File: src/rtl/tick_timer_arbiter.sv
// Round-robin arbiter granting one shared prescaled tick timer to NREQ requesters.
// Optional abort input is compiled in when TIMER_ABORT_EN is defined.
module tick_timer_arbiter #(
    parameter int NREQ    = 4,
    parameter int CNT_W   = 16,
    parameter int DIV_EXP = 19
) (
    input  logic                  clk_i,
    input  logic                  rst_ni,
`ifdef TIMER_ABORT_EN
    input  logic                  abort_i,
`endif
    input  logic [NREQ-1:0]       req_i,
    input  logic [NREQ*CNT_W-1:0] len_i,
    output logic [NREQ-1:0]       grant_o,
    output logic [NREQ-1:0]       done_o,
    output logic                  busy_o
);

    localparam int IDX_W = (NREQ > 1) ? $clog2(NREQ) : 1;

    typedef enum logic [1:0] {IDLE, LOAD, RUN, DONE} state_e;

    state_e             state_q, state_d;
    logic [IDX_W-1:0]   owner_q, owner_d;
    logic [IDX_W-1:0]   last_q, last_d;
    logic [CNT_W-1:0]   cnt_q, cnt_d;
    logic [DIV_EXP-1:0] pre_q, pre_d;
    logic [NREQ-1:0]    grant_q, grant_d;
    logic [NREQ-1:0]    done_q, done_d;
    logic               busy_q, busy_d;
    logic [CNT_W-1:0]   len_sel;
    logic               tick;

    // Highest-priority index is the one just after the last owner.
    function automatic logic [IDX_W-1:0] rr_pick(input logic [NREQ-1:0] r,
                                                 input logic [IDX_W-1:0] last);
        logic [IDX_W-1:0] w;
        int               idx;
        w = last;
        for (int k = NREQ; k >= 1; k--) begin
            idx = (int'(last) + k) % NREQ;
            if (r[idx]) w = IDX_W'(idx);
        end
        return w;
    endfunction

    assign len_sel = len_i[int'(owner_q)*CNT_W +: CNT_W];
    assign tick    = &pre_q;

    always_ff @(posedge clk_i or negedge rst_ni) begin
        if (!rst_ni) begin
            state_q <= IDLE;
            owner_q <= '0;
            last_q  <= IDX_W'(NREQ - 1);
            cnt_q   <= '0;
            pre_q   <= '0;
            grant_q <= '0;
            done_q  <= '0;
            busy_q  <= 1'b0;
        end else begin
            state_q <= state_d;
            owner_q <= owner_d;
            last_q  <= last_d;
            cnt_q   <= cnt_d;
            pre_q   <= pre_d;
            grant_q <= grant_d;
            done_q  <= done_d;
            busy_q  <= busy_d;
        end
    end

    always_comb begin
        state_d = state_q;
        owner_d = owner_q;
        last_d  = last_q;
        cnt_d   = cnt_q;
        pre_d   = pre_q;
        case (state_q)
            IDLE: begin
                if (|req_i) begin
                    state_d = LOAD;
                    owner_d = rr_pick(req_i, last_q);
                end
            end
            LOAD: begin
                state_d = RUN;
                cnt_d   = (len_sel == '0) ? CNT_W'(1) : len_sel;
                pre_d   = '0;
            end
            RUN: begin
                pre_d = pre_q + DIV_EXP'(1);
                if (tick) begin
                    cnt_d = cnt_q - CNT_W'(1);
                    if (cnt_q == CNT_W'(1)) state_d = DONE;
                end
            end
            DONE: begin
                state_d = IDLE;
                last_d  = owner_q;
            end
            default: state_d = IDLE;
        endcase
`ifdef TIMER_ABORT_EN
        if (abort_i && (state_q == LOAD || state_q == RUN)) begin
            state_d = IDLE;
            last_d  = owner_q;
        end
`endif
    end

    // Outputs are decoded from the next state so they register alongside it.
    always_comb begin
        grant_d = '0;
        done_d  = '0;
        busy_d  = (state_d != IDLE);
        if (state_d != IDLE) grant_d[owner_d] = 1'b1;
        if (state_d == DONE) done_d[owner_d] = 1'b1;
    end

    assign grant_o = grant_q;
    assign done_o  = done_q;
    assign busy_o  = busy_q;

endmodule

File: config.mk
export PLATFORM = sky130hd
export DESIGN_NAME = tick_timer_arbiter
export DESIGN_NICKNAME = d
export VERILOG_FILES = /design/src/rtl/tick_timer_arbiter.sv
export SDC_FILE = /design/constraint.sdc
export NUM_CORES = 1
export LEC_CHECK = 0
export BUFFER_PORTS_ARGS = -buffer_cell sky130_fd_sc_hd__buf_4
export CORE_UTILIZATION = 50
export DETAILED_ROUTE_END_ITERATION = 8
export PLACE_DENSITY = 0.79
export SYNTH_ARGS = -nofsm -noshare
export SYNTH_HDL_FRONTEND = slang
export SYNTH_SLANG_ARGS = --single-unit
File: constraint.sdc
create_clock -name clk_i -period 4.2 [get_ports clk_i]
set_input_delay 0.84 -clock clk_i [delete_from_list [all_inputs] [get_ports clk_i]]
set_output_delay 0.84 -clock clk_i [all_outputs]
set_load 0.005 [all_outputs]
==> results of run 1 <==
==> sequential cells by signal, indices dropped and copies added, names as in the netlist <==
signal and cells:
last_q 2, pre_q 19, done_o 4, owner_q 2
grant_o 4, cnt_q 16, busy_o 1, state_q 2
==> cells in the mapped netlist, types with 3 or more instances <==
cell,number
o21ai_1,4
inv_1,9
o211ai_1,8
dfrtp_1,48
xnor2_1,4
or3_1,12
ha_1,8
and2_1,3
nor2b_1,5
or4_1,3
clkbuf_1,8
nand2_1,26
a21oi_1,4
mux2i_1,4
and3_1,7
mux4_2,5
nand2b_1,7
nor3_1,8
nor3b_2,4
nor2_1,23
o21ai_0,8
mux4_1,11
nor4_2,5
nand4_1,7
a21o_1,3
xor2_1,8
nand3_1,15
==> worst reg2reg max path: stages (launching register included) <==
cell and delay, ns:
dfrtp_1 0.43, inv_1 0.14, ha_1 0.53, nand2_1 0.22
nor2_1 0.15, and3_1 0.42, nor2_1 0.13, a221o_1 0.37
==> logic make-up (layout without fill, tap and decap cells) <==
kind of cell | count (synthesis) | in the layout | synth area share
simple gates | 142 | 142 | 0.262
flops | 50 | 50 | 0.389
compound gates | 45 | 45 | 0.103
buf+inv | 24 | 96 | 0.0385
mux | 22 | 22 | 0.144
xor+xnor | 12 | 12 | 0.0326
fa+ha+maj | 8 | 8 | 0.0311
==> placed cells by master (no fill, tap or decap), types with 3 or more instances in the layout <==
cell / synthesis / final
nand2b_1: 7 / 7
o211ai_1: 8 / 8
clkbuf_8: 0 / 5
nor3b_2: 4 / 4
inv_1: 9 / 9
a21oi_1: 4 / 4
o21ai_1: 4 / 4
nand2_1: 26 / 26
o21ai_0: 8 / 8
and3_1: 7 / 7
mux4_1: 11 / 11
nand3_1: 15 / 15
mux4_2: 5 / 5
or3_1: 12 / 12
buf_4: 2 / 78
nor2b_1: 5 / 5
and2_1: 3 / 3
dfrtp_1: 48 / 48
nor2_1: 23 / 23
xnor2_1: 4 / 4
or4_1: 3 / 3
nor4_2: 5 / 5
a21o_1: 3 / 3
nor3_1: 8 / 8
mux2i_1: 4 / 4
xor2_1: 8 / 8
nand4_1: 7 / 7
ha_1: 8 / 8
==> through the flow <==
stage / instances / hold slack [ns] / instance area, µm² / total power (W) / worst slack (ns)
after floorplan: 303 / 0.466 / 3220 / 0.000531 / 1.96
after global placement: 442 / 0.496 / 3810 / 0.000594 / 1.71
after detailed placement: 442 / 0.498 / 3810 / 0.000597 / 1.66
after CTS: 450 / 0.516 / 3930 / 0.000939 / 1.71
after global routing: 450 / 0.547 / 3930 / 0.000965 / 1.52
final: 450 / 0.518 / 3930 / 0.000931 / 1.70
==> metal layers <==
metal | vias up | GRT usage
li1 | 1279 | -
met1 | 1320 | 0.313
met2 | 85 | 0.413
met3 | 9 | 0.0418
met4 | 0 | 0.0614
met5 | - | 0
==> power groups by stage <==
| stage | logic [W] | registers [W] | clock network [W] |
|---|---|---|---|
| 2_1_floorplan | 0.0000274 | 0.000504 | 0 |
| 3_3_place_gp | 0.0000886 | 0.000505 | 0 |
| 3_5_place_dp | 0.0000913 | 0.000506 | 0 |
| 4_1_cts | 0.0000913 | 0.000496 | 0.000352 |
| 5_1_grt | 0.0000982 | 0.000498 | 0.000369 |
| 6_report | 0.0000899 | 0.000497 | 0.000344 |
==> worst paths after layout <==
check                            from  endpoint  slack, ns
min in group asynchronous      rst_ni  cnt_q[8]       0.55
hold reg to reg              cnt_q[6]  cnt_q[6]       0.52
max in group asynchronous      rst_ni  cnt_q[1]       3.23
setup reg to reg           state_q[0]  cnt_q[1]       1.70
hold / removal               cnt_q[6]  cnt_q[6]       0.52
setup / recovery           state_q[0]  cnt_q[1]       1.70
==> cell type report <==
type                    instances  area (µm²)  area share
clock buffers                   6        72.6      0.0185
clock inverters                 2        38.8     0.00988
inverters                      10        37.5     0.00956
multi-input cells             229        1840       0.470
flip-flops and latches         50        1250       0.319
well taps                      75        93.8      0.0239
repair buffers                 78         586       0.149
==> reports/results.txt, run 1 <==
Status -> completed
Setup TNS -> 0 ns
Number of cells on the critical path -> 7
Reg2Reg Depth -> 7
Comb pwr share -> 0.097
Critical path's most frequent cell -> nor2_1
Slowest cell on crit path -> ha_1
All-Layer GR Usage -> 0.240
Hold Path Depth -> 1
Area of the core -> 6060 µm²
Dpl hpwl -> 5.63 mm
Least-Margin Pin Slew -> 1.01 ns
Hold-fix buffers, CTS -> 0
Worst setup SP type -> flip-flop
Hold WC Path Type -> flip-flop to flip-flop
Max clock buf depth -> 2
Max incr delay on CP -> 0.53 ns
Number of diodes -> 0
GP Congestion -> 0.825
TritonCTS clock tree -> built
CP Buf/Inv Count -> 1
Area delta synth->final -> 21.9%
DRT iter0 DRCs -> 161
Post-synthesis area per instance -> 10.6 µm²
Post-synthesis instance area -> 3220 µm²
Top Layer Used -> met4
Share of cells above drive strength 1 -> 0.304
Post-layout util -> 0.648
Post-synth EDFFs -> 0
YS warnings -> 0
Critical Path, Cell by Cell -> inv_1 > ha_1 > nand2_1 > nor2_1 > and3_1 > nor2_1 > a221o_1
PD cells -> 237 nW/µm²
Cell Rows -> 28
Horiz. Die Dim -> 82.3 µm
Worst EP arrival -> 2.69 ns
Synth cell types -> 60
Routed length on met3 -> 379 µm
Peak supply drop -> 145 µV
WL/cell -> 16.7 µm
Clock share of power -> 0.370
Psw -> 0.000205 W
Port bufs -> 78
Detailed-route vias per instance -> 5.98
Cells after synthesis -> 303
Critical-path maximum fanout -> 15
Drt first pass iters -> 5
Sequential share of power -> 0.534
Critical Path Sink Type -> flip-flop
WS Path Type -> flip-flop to flip-flop
First-pass GRT wire length -> 12.2 mm
Sequential fraction of the synthesis area -> 0.389
M1 wire length -> 3.34 mm
Area leader, netlist -> dfrtp_1
Register bit count reported by yosys -> 50
Post-synth top flop -> dfrtp_1
Internal power -> 0.000726 W
Synthesized net count -> 381
Yosys top cell area share -> 0.373
Number of max-cap violations -> 0
Final WL -> 7.53 mm
Die height -> 82.3 µm
Initial Utilization -> 0.531
WL met2 -> 3.74 mm
Root Buffer -> clkbuf_8
# DRC -> 0
DIE AREA -> 6770 µm²
Largest net degree at the start of global routing -> 51
Leak pwr -> 1.70 nW
CP delay by family, top -> simple AND/OR/NAND/NOR gates
TritonCTS Buffers -> 5
DRT antenna net count -> 0
Slew headroom -> 0.323
CP required -> 4.39 ns
Clock Sinks -> 50
Slew Viols, Final -> 0
Later-pin clock latency in the skew report -> 0.31 ns
Final Cycle Share -> 0.596
RSZ-0062 raised after global routing -> false
Fin. Hold Viols -> 0
Setup Skew -> 0.00879 ns
Asr flop ratio synth -> 1.00
Fmax -> 0.400 GHz
Postcts setup bufs -> 0
Via Count -> 2693
Number of global-route vias before repair -> 2591
Switching Share -> 0.220
Top-Level Pins -> 79
Synth area leaders -> dfrtp_1 37%, mux4_1 9.0%, mux4_2 3.5%
Minimum clock period -> 2.50 ns
Clk slew on worst S/H paths -> 0.09 ns
Gates resized, CTS repair -> 0
GR Overflow Total -> 0
Initial antenna violation count -> 0
Final setup fails -> 0
H-tree depth -> 2
# fillers -> 486
# nets final -> 452
Note: power is estimated with default switching activity, not from simulation.
==> run 2: changes to the inputs <==
ABC_AREA = 1   (was default)
PLACE_DENSITY = 0.82   (was 0.79)
clock period = 2.25 ns   (was 4.2 ns; I/O delays follow)
==> run 2 against run 1 <==
Sequential power increased by 87%. Synthesized cell count increased by 72%. Die area increased by 8.6%. Clock-buffer cell count unchanged. Sequential share of layout area decreased by 2.4 points. Worst setup slack got worse by 1.4 ns. Power increased by 84%. Synthesized area increased by 8.8%. Global-route usage increased by 2.5 points. Via count increased by 37%. Clock power increased by 67%.
==> reports/results.txt, run 2 <==
# nets final -> 671 (+48%)
CP delay by family, top -> simple AND/OR/NAND/NOR gates
Root Buffer -> clkbuf_8
GP Congestion -> 0.884 (+7.1%)
Drt first pass iters -> 6 (+1)
Initial antenna violation count -> 0 (unchanged)
Largest register by flop count -> pre_q
Asr flop ratio synth -> 1.00 (unchanged)
Largest net degree at the start of global routing -> 51 (unchanged)
Sequential share of power -> 0.541 (+0.007)
All-Layer GR Usage -> 0.265 (+0.0248)
Detailed-route vias per instance -> 5.36 (-10%)
Slew Viols, Final -> 0 (unchanged)
Reg2Reg Depth -> 7 (unchanged)
Slew headroom -> 0.585 (+0.261)
TritonCTS clock tree -> built
DIE AREA -> 7350 µm² (+8.6%)
DRT antenna net count -> 0 (unchanged)
Critical Path, Cell by Cell -> inv_1 > ha_1 > nand3_1 > nor3_1 > nand2_1 > o221ai_1 > inv_1
M1 wire length -> 4.11 mm (+23%)
Reg2reg setup slack -> 0.30 ns (-1.40 ns)
Area delta synth->final -> 21.0%
First-pass GRT wire length -> 15.5 mm (+27%)
Setup TNS -> 0 ns (unchanged)
Final setup fails -> 0 (unchanged)
TritonCTS Buffers -> 5 (unchanged)
WL met2 -> 4.75 mm (+27%)
Later-pin clock latency in the skew report -> 0.32 ns (about the same)
CP startpoint -> state_q[0]
Cells after synthesis -> 520 (+72%)
WL/cell -> 13.7 µm (-18%)
Most common cell after layout, fill and taps aside -> nand2_1
Post-synthesis area per instance -> 6.74 µm² (-37%)
Internal power -> 0.00128 W (+76%)
Dpl hpwl -> 7.07 mm (+26%)
Clk slew on worst S/H paths -> 0.11 ns (+0.02 ns)
Slowest cell on crit path -> dfrtp_1
Synth cell types -> 41 (-32%)
Psw -> 0.000434 W (+110%)
CP required -> 2.46 ns (-1.93 ns)
Critical Path Sink Type -> flip-flop
Hold WC Path Type -> input port to asynchronous set/reset pin
Port bufs -> 78 (unchanged)
Via Count -> 3700 (+37%)
Final WL -> 9.43 mm (+25%)
R2r endpoint -> pre_q[12]
Yosys top cell area share -> 0.343 (-0.0302)
Clock share of power -> 0.336 (-0.034)
Critical path's most frequent cell -> inv_1
Switching Share -> 0.253 (+0.0332)
Most frequent cells in the layout -> 168 x nand2_1, 85 x buf_4, 59 x nor2_1
Area of the core -> 6790 µm² (+12%)
DRT iter0 DRCs -> 271 (+68%)
Comb pwr share -> 0.123 (+0.026)
Critical Path End -> pre_q[12]
Gates resized, CTS repair -> 0 (unchanged)
Biggest regs -> pre_q: 19 flops, cnt_q: 16 flops
Top Layer Used -> met4
Share of cells above drive strength 1 -> 0.200 (-0.104)
Sequential fraction of the synthesis area -> 0.358 (-0.0315)
Max clock buf depth -> 2 (unchanged)
H-tree depth -> 2 (unchanged)
Post-synth EDFFs -> 0 (unchanged)
Post-layout util -> 0.624 (-0.0235)
Routed length on met3 -> 426 µm (+12%)
Max incr delay on CP -> 0.40 ns (-0.13 ns)
Area leader, netlist -> dfrtp_1
Synth area leaders -> dfrtp_1 34%, nand2_1 18%, nand3_1 7.1%
Initial Utilization -> 0.516 (-0.0155)
Final Cycle Share -> 0.868 (+0.273)
Number of global-route vias before repair -> 3461 (+34%)
Fin. Hold Viols -> 0 (unchanged)
Post-synth top flop -> dfrtp_1
CP Buf/Inv Count -> 2 (+1)
Status -> completed
Clock Sinks -> 50 (unchanged)
Number of cells on the critical path -> 7 (unchanged)
RSZ-0062 raised after global routing -> false
Register bit count reported by yosys -> 50 (unchanged)
Postcts setup bufs -> 0 (unchanged)
# DRC -> 0 (unchanged)
Fmax -> 0.512 GHz (+28%)
Post-synthesis instance area -> 3500 µm² (+8.8%)
Worst setup SP type -> flip-flop
PD cells -> 404 nW/µm² (+70%)
Cell Rows -> 30 (+7.1%)
Hold-fix buffers, CTS -> 0 (unchanged)
Worst EP arrival -> 2.16 ns (-0.53 ns)
Peak supply drop -> 386 µV (+170%)
Leak pwr -> 2.11 nW (+24%)
Number of max-cap violations -> 0 (unchanged)
YS warnings -> 0 (unchanged)
WS Path Type -> flip-flop to flip-flop
Least-Margin Pin Slew -> 0.623 ns (-0.390 ns)
Commonest cells in the netlist -> 168 x nand2_1, 59 x nor2_1, 50 x nand3_1, 48 x dfrtp_1, 44 x inv_1
Horiz. Die Dim -> 85.7 µm (+4.2%)
Setup Skew -> 0.0173 ns (+0.00852 ns)
Minimum clock period -> 1.95 ns (-0.548 ns)
Top-Level Pins -> 79 (unchanged)
Critical-path maximum fanout -> 4 (-11)
Worst r2r src -> state_q[0]
Final hold slack -> 0.142 ns (-0.377 ns)
Top-count cell post-synth -> nand2_1
Die height -> 85.7 µm (+4.2%)
Synthesized net count -> 598 (+57%)
Max reg flops -> 19 (unchanged)
GR Overflow Total -> 0 (unchanged)
Number of diodes -> 0 (unchanged)
==> run 2: changes by cell type after synthesis, sizes merged, moves of 11 or more <==
cell | before | now
nand3 | 16 | 53
o21ai | 12 | 45
nand2 | 26 | 175
nor2 | 23 | 62
inv | 10 | 47
or3 | 12 | 0
a21oi | 5 | 17
buf | 6 | 17
mux4 | 16 | 0
==> run 2: worst register-to-register path: cells and delay by family (launching register included) <==
| family | cells | cell delay [ns] |
|---|---|---|
| flops | 1 | 0.40 |
| simple gates | 3 | 0.71 |
| fa+ha+maj | 1 | 0.39 |
| compound gates | 1 | 0.21 |
| buf+inv | 2 | 0.16 |
==> run 2: how the worst min path moves through the flow <==
stage	slack (ns)	depth (start not counted)	end	start
after CTS	0.17	1	cnt_q[4]	rst_ni
after global routing	0.20	1	cnt_q[2]	rst_ni
after detailed placement	0.49	2	cnt_q[15]	cnt_q[15]
after floorplan	0.15	0	busy_o	rst_ni
after global placement	0.46	2	cnt_q[13]	cnt_q[13]
final	0.14	1	cnt_q[2]	rst_ni
==> run 2: kinds of logic (layout without fill, tap and decap cells) <==
kind of cell,count (synthesis),in the layout,synth area share
simple gates,312,312,0.391
fa+ha+maj,8,8,0.0286
compound gates,77,77,0.123
buf+inv,68,142,0.0871
xor+xnor,5,5,0.0125
flops,50,50,0.358
==> run 2: area by class of cell <==
class | instances | area [µm²]
fillers | 621 | 2550
clock buffers | 6 | 82.6
flip-flops and latches | 50 | 1250
repair buffers | 85 | 638
inverters | 49 | 184
multi-input cells | 402 | 1950
clock inverters | 2 | 16.3
well taps | 96 | 120
==> run 2: per-stage QoR <==
| step | setup WS, ns | cell area (µm²) | instances | power [W] |
|---|---|---|---|---|
| after floorplan | 0.462 | 3500 | 520 | 0.00102 |
| after global placement | 0.450 | 4140 | 682 | 0.00115 |
| after detailed placement | 0.337 | 4140 | 682 | 0.00115 |
| after CTS | 0.297 | 4240 | 690 | 0.00172 |
| after global routing | 0.0843 | 4240 | 690 | 0.00178 |
| final | 0.297 | 4240 | 690 | 0.00171 |
==> run 2: routing by layer <==
metal / vias to the layer above / global-route usage
li1: 1833 / -
met1: 1726 / 0.343
met2: 123 / 0.466
met3: 18 / 0.0318
met4: 0 / 0.0803
met5: - / 0
==> run 2: power by group through the flow <==
stage          Clock (W)  Combinational, W  Sequential, W
2_1_floorplan          0         0.0000806       0.000940
3_3_place_gp           0          0.000203       0.000943
3_5_place_dp           0          0.000209       0.000944
4_1_cts         0.000587          0.000210       0.000926
5_1_grt         0.000618          0.000235       0.000929
6_report        0.000575          0.000211       0.000927
